### config.mk
export PLATFORM = sky130hd
export DESIGN_NAME = addsub_result_stage
export DESIGN_NICKNAME = d
export VERILOG_FILES = /design/src/rtl/addsub_result_stage_pkg.sv /design/src/rtl/addsub_flag_calc.sv /design/src/rtl/addsub_result_stage.sv
export SDC_FILE = /design/constraint.sdc
export NUM_CORES = 1
export LEC_CHECK = 0
export BUFFER_PORTS_ARGS = -buffer_cell sky130_fd_sc_hd__buf_2
export CORE_MARGIN = 2
export CORE_UTILIZATION = 40
export CTS_CLUSTER_SIZE = 8
export DETAILED_ROUTE_END_ITERATION = 8
export GPL_ROUTABILITY_DRIVEN = 0
export HOLD_SLACK_MARGIN = 0.1
export PLACE_DENSITY_LB_ADDON = 0.25
export SYNTH_ARGS = -nofsm -noshare
export SYNTH_HDL_FRONTEND = slang
export SYNTH_SLANG_ARGS = --single-unit
### constraint.sdc
create_clock -name clk -period 3.8 [get_ports clk]
set_input_delay 0.76 -clock clk [delete_from_list [all_inputs] [get_ports clk]]
set_output_delay 0.76 -clock clk [all_outputs]
set_load 0.1 [all_outputs]
### src/rtl/addsub_result_stage_pkg.sv
// Shared definitions for the adder/subtractor result stage: flag layout,
// saturation limits and the buffered entry format.
package addsub_result_stage_pkg;

    localparam int DATA_W = 32;

    // Bit positions inside the 4-bit {N,Z,C,V} flag vector.
    localparam int FLAG_N = 3;
    localparam int FLAG_Z = 2;
    localparam int FLAG_C = 1;
    localparam int FLAG_V = 0;

    // Signed extremes used when clamping an overflowed result.
    localparam logic [DATA_W-1:0] SAT_MAX = 32'h7FFF_FFFF;
    localparam logic [DATA_W-1:0] SAT_MIN = 32'h8000_0000;

    typedef logic [3:0] flags_t;

    // One buffered result with its flags.
    typedef struct packed {
        logic [DATA_W-1:0] result;
        flags_t            flags;
    } entry_t;

endpackage

### src/rtl/addsub_flag_calc.sv
// Combinational flag generation and optional signed saturation for one
// adder/subtractor result.
module addsub_flag_calc
    import addsub_result_stage_pkg::*;
#(
    parameter int SAT = 0
) (
    input  logic [DATA_W-1:0] a,
    input  logic [DATA_W-1:0] b,
    input  logic              sub,
    input  logic [DATA_W-1:0] sum,
    input  logic              cout,
    output logic [DATA_W-1:0] result,
    output flags_t            flags
);

    logic beff_msb;
    logic ovf;

    // Only the operand sign bits feed the overflow logic; the remaining
    // operand bits are already reflected in the adder's sum.
    logic unused_operand_lsbs;
    assign unused_operand_lsbs = ^{a[DATA_W-2:0], b[DATA_W-2:0]};

    // Clamp to the signed extreme matching the sign of operand a.
    function automatic logic [DATA_W-1:0] saturate(
        input logic [DATA_W-1:0] sum_v,
        input logic              a_sign,
        input logic              ovf_v
    );
        if ((SAT != 0) && ovf_v) begin
            return a_sign ? SAT_MIN : SAT_MAX;
        end
        return sum_v;
    endfunction

    // Overflow from operand signs, then N/Z from the final (possibly clamped) result.
    always_comb begin
        beff_msb = b[DATA_W-1] ^ sub;
        ovf      = (a[DATA_W-1] == beff_msb) && (sum[DATA_W-1] != a[DATA_W-1]);
        result   = saturate(sum, a[DATA_W-1], ovf);
        flags         = '0;
        flags[FLAG_N] = result[DATA_W-1];
        flags[FLAG_Z] = (result == '0);
        flags[FLAG_C] = cout;
        flags[FLAG_V] = ovf;
    end

endmodule

### src/rtl/addsub_result_stage.sv
// Result stage behind the 32-bit adder/subtractor: captures sum/carry with
// their operands, derives flags, buffers results in a small FIFO with a
// valid/ready output, and tracks a sticky overflow flag and an op counter.
module addsub_result_stage
    import addsub_result_stage_pkg::*;
#(
    parameter int DEPTH = 2,
    parameter int SAT   = 0
) (
    input  logic              clk,
    input  logic              rst,
    input  logic              in_valid,
    output logic              in_ready,
    input  logic [DATA_W-1:0] in_a,
    input  logic [DATA_W-1:0] in_b,
    input  logic              in_sub,
    input  logic [DATA_W-1:0] in_sum,
    input  logic              in_cout,
    output logic              out_valid,
    input  logic              out_ready,
    output logic [DATA_W-1:0] out_result,
    output logic [3:0]        out_flags,
    output logic              sticky_v,
    input  logic              clr_sticky,
    output logic [15:0]       op_count
);

    localparam int PTR_W = $clog2(DEPTH);
    localparam int CNT_W = PTR_W + 1;
    localparam logic [CNT_W-1:0] FULL_CNT = CNT_W'(DEPTH);

    logic [DATA_W-1:0] calc_result;
    flags_t            calc_flags;
    entry_t            new_entry;

    entry_t            mem_q [DEPTH];
    entry_t            head_q, head_d;
    logic [PTR_W-1:0]  wr_ptr_q, wr_ptr_d;
    logic [PTR_W-1:0]  rd_ptr_q, rd_ptr_d, rd_ptr_nxt;
    logic [CNT_W-1:0]  count_q, count_d;
    logic              sticky_q, sticky_d;
    logic [15:0]       op_count_q, op_count_d;
    logic              push, pop;

    addsub_flag_calc #(
        .SAT (SAT)
    ) u_flag_calc (
        .a      (in_a),
        .b      (in_b),
        .sub    (in_sub),
        .sum    (in_sum),
        .cout   (in_cout),
        .result (calc_result),
        .flags  (calc_flags)
    );

    assign new_entry.result = calc_result;
    assign new_entry.flags  = calc_flags;

    // Readiness depends only on stored occupancy, and is forced low in reset.
    assign in_ready  = !rst && (count_q != FULL_CNT);
    assign out_valid = (count_q != '0);
    assign push      = in_valid && in_ready;
    assign pop       = out_valid && out_ready;

    assign out_result = head_q.result;
    assign out_flags  = head_q.flags;
    assign sticky_v   = sticky_q;
    assign op_count   = op_count_q;

    // Next-state for pointers, occupancy, the registered head entry and counters.
    always_comb begin
        count_d    = count_q;
        wr_ptr_d   = wr_ptr_q;
        rd_ptr_d   = rd_ptr_q;
        rd_ptr_nxt = rd_ptr_q + PTR_W'(1);
        head_d     = head_q;
        sticky_d   = (sticky_q && !clr_sticky) || (push && calc_flags[FLAG_V]);
        op_count_d = op_count_q;

        if (push) begin
            wr_ptr_d   = wr_ptr_q + PTR_W'(1);
            op_count_d = op_count_q + 16'd1;
        end
        if (pop) begin
            rd_ptr_d = rd_ptr_nxt;
        end

        case ({push, pop})
            2'b10:   count_d = count_q + CNT_W'(1);
            2'b01:   count_d = count_q - CNT_W'(1);
            default: count_d = count_q;
        endcase

        // The head register shows the oldest entry. A new entry goes straight
        // to the head when the buffer is empty, or when the only stored entry
        // is popped in the same cycle. Popping the last entry leaves the head
        // holding its previous value.
        if (push && ((count_q == '0) || (pop && (rd_ptr_nxt == wr_ptr_q)))) begin
            head_d = new_entry;
        end else if (pop && (count_q > CNT_W'(1))) begin
            head_d = mem_q[rd_ptr_nxt];
        end
    end

    // Entry storage; contents are only meaningful where tracked by the pointers.
    always_ff @(posedge clk) begin
        if (push) begin
            mem_q[wr_ptr_q] <= new_entry;
        end
    end

    // Control and visible state; reset discards every buffered entry at once.
    always_ff @(posedge clk or posedge rst) begin
        if (rst) begin
            count_q    <= '0;
            wr_ptr_q   <= '0;
            rd_ptr_q   <= '0;
            head_q     <= '0;
            sticky_q   <= 1'b0;
            op_count_q <= '0;
        end else begin
            count_q    <= count_d;
            wr_ptr_q   <= wr_ptr_d;
            rd_ptr_q   <= rd_ptr_d;
            head_q     <= head_d;
            sticky_q   <= sticky_d;
            op_count_q <= op_count_d;
        end
    end

endmodule

==> impl_metrics.tcl <==
set metrics [dict create \
    drcViolationCount 0 \
    yosys_most_used_dff "edfxtp_1" \
    ys_top_cells_by_count "edfxtp_1 (70), mux2i_1 (69), dfrtp_1 (56)" \
    die_height_um 119.4 \
    finalHoldViolations 0 \
    setup_viol 0 \
    tns_ps 0 \
    wl_mm 10.66 \
    port_buffers 95 \
    initial_core_util 0.4051 \
    status "completed" \
    ctsResizeCount 0 \
    start_kind "register" \
    rsz0062_at_grt "false" \
    layout_min_cycle_time_ps 2428 \
    regArea_um2 3505 \
    powerDensity_nw_per_um2 1009 \
    r2r-start "count_q[0]" \
    cp.required_ps 3040 \
    multi_input_area_um2 1580 \
    die_w_um 119.4 \
    nets 612 \
    gr-total-overflow 0 \
    fmax_ghz 0.4119 \
    p_leak_nw 2.794 \
    hpwl_mm 6.690 \
    grt_pass1_wl_mm 17.17 \
    irDropWorstVdd_mv 0.8541 \
    critPathKind "register to output pin" \
    drive_above_1_share 0.2674 \
    clock_latency_ps 410 \
    die-area_um2 14250 \
    finClkSkew_ps 3.872 \
    slew_viol_final 0 \
    internal-power_mw 3.517 \
    timing.final.crit_share 0.6388 \
    antenna_found_initial 0 \
    combPwrFrac 0.450 \
    yosys.area.top_type "edfxtp_1" \
    syn_inst 401 \
    firstDrtPassIters 4 \
    viasPerCell 4.803 \
    rrSetupSlack_ps 1650 \
    seq_power_share 0.299 \
    hold_path_depth 1 \
    num_rows 42 \
    drt_iter0_drc 126 \
    r2r_cells 6 \
    p_switching_mw 3.128 \
    relSlewSlack 0.3924 \
    yosys.cell_count.top_type "edfxtp_1" \
    cts_tree "yes" \
    async_reset_ff_frac 0.4444 \
    syn-cell-area_um2 5323 \
    ios 158 \
    core_um2 13140 \
    cts_buffer_depth 2 \
    yosys_warnings 0 \
    arrival_ps 1670 \
    cts_made_buffers 17 \
    ys_seq_area_frac 0.6582 \
    yosysTopAreaCellShare 0.3949 \
    antennaDiodeCount 0 \
    cts_root_buf "clkbuf_16" \
    yosys.cell_types.count 32 \
    grt_pass1_vias 3369 \
    grt_max_degree 71 \
    post-cts-setup-buffer-count 0 \
    endpoint_kind "output pin" \
    crit_path_max_fanout 3 \
    track_usage 0.1598 \
    fillers 1187 \
    min_from "op_count[15]" \
    power_frac_clock 0.252 \
    tightest_slew_ps 911.4 \
    ctsHoldBuffers 0 \
    synth_seq_cells 126 \
    routedWlPerCell_um 15.40 \
    swShare 0.4708 \
    syn_nets 509 \
    whs_endpoint "op_count[15]" \
    hold_class "register to register" \
    synthTopCellsByArea "edfxtp_1 (39%), dfrtp_1 (26%), mux2i_1 (13%)" \
    ant_nets 0 \
    drv_cap 0 \
    clock-sinks 126 \
    worst_r2r_endpoint "out_flags[2]" \
    synth_area_per_cell_um2 13.27 \
    totalPowerFinal_mw 6.645 \
    synth-edff-count 70 \
    path_clk_slew_ps 50 \
    cts-htree-levels 4 \
    area_growth_pct 23.72 \
    vias 3324 \
]
==> power groups by stage <==
| stage | registers (mW) | logic, mW | clock network (mW) |
|---|---|---|---|
| 2_1_floorplan | 3.58 | 0.927 | 0 |
| 3_3_place_gp | 2.00 | 2.98 | 0 |
| 3_5_place_dp | 2.01 | 3.02 | 0 |
| 4_1_cts | 1.99 | 3.03 | 1.70 |
| 5_1_grt | 2.02 | 3.14 | 1.77 |
| 6_report | 1.98 | 2.99 | 1.67 |
==> placed cells by master, fill, tap and decap left out <==
cell type	count
clkbuf_1	4
nor2b_1	2
inv_1	39
nor4_1	9
inv_2	2
a22oi_1	1
xnor2_1	14
xor2_1	7
buf_4	6
mux2i_1	69
nor2_1	7
or2_2	1
nor2_2	1
and2_4	1
mux2_2	1
o21ai_0	35
and3_2	1
a21oi_1	2
bufinv_16	4
nand4_1	7
clkinv_2	2
edfxtp_1	70
dfrtp_2	1
and3_1	1
clkinv_1	2
clkbuf_16	17
dfrtp_1	55
nor2_4	2
o22ai_1	1
clkbuf_8	2
buf_2	95
nor4bb_4	1
nand3_1	4
ha_1	5
nor4_4	1
and4_1	1
nand2_1	43
==> routing by layer <==
layer / vias to the layer above / routed length [um] / GRT usage / share of wire
met2: 88 / 5052 / 0.2464 / 0.47
li1: 1612 / - / - / -
met4: 0 / 215 / 0.07059 / 0.020
met1: 1605 / 4871 / 0.2090 / 0.46
met3: 19 / 516 / 0.04837 / 0.048
met5: - / 0 / 0 / 0
==> worst max path at each step <==
stage                          start  slack (ps)              to  cells after the start
after floorplan                  rst         420     mem_q[0][0]                      5
after global placement           rst        1490    out_flags[1]                      7
after detailed placement         rst        1450  out_result[20]                      7
after CTS                 count_q[0]        1360        in_ready                      4
after global routing      count_q[0]        1270        in_ready                      4
final                     count_q[0]        1370        in_ready                      4
==> registers in the layout, summed over array words and instances, names as in the netlist <==
register and flops:
wr_ptr_q 1, rd_ptr_q 1, out_result 32, out_flags 3
count_q 2, sticky_v 1, op_count 16, mem_q 70
==> final cells by class <==
| type | count | share of cell area |
|---|---|---|
| timing repair buffer | 101 | 0.07904 |
| sequential | 126 | 0.5322 |
| inverter | 41 | 0.02337 |
| clock buffer | 23 | 0.07106 |
| tap | 176 | 0.03344 |
| clock inverter | 8 | 0.02090 |
| multi-input combinational | 217 | 0.2400 |
==> critical path, stage by stage (launching register included) <==
cell and delay [ps]:
dfrtp_1 380, inv_1 80, ha_1 210, nor2_2 140, buf_2 440
==> kinds of logic after synthesis <==
family                   share of synthesized area
XOR/XNOR                                   0.03456
AO/OA/AOI/OAI                              0.03738
buffers and inverters                      0.04913
AND/OR/NAND/NOR                            0.07711
flip-flops                                  0.6582
adder cells (fa/ha/maj)                    0.01175
multiplexers                                0.1319
==> stage by stage <==
stage	setup WS [ps]	util	instance area, um2	hold slack, ps	std cells
2_1_floorplan	421.7	-	5325	473.3	401
3_3_place_gp	1494	0.4551	5979	457.5	661
3_5_place_dp	1451	0.4551	5979	457.6	661
4_1_cts	1357	0.5012	6585	468.9	692
5_1_grt	1271	0.5012	6585	481.7	692
6_report	1372	0.5012	6585	462.7	692
(Power assumes the default switching activity.)
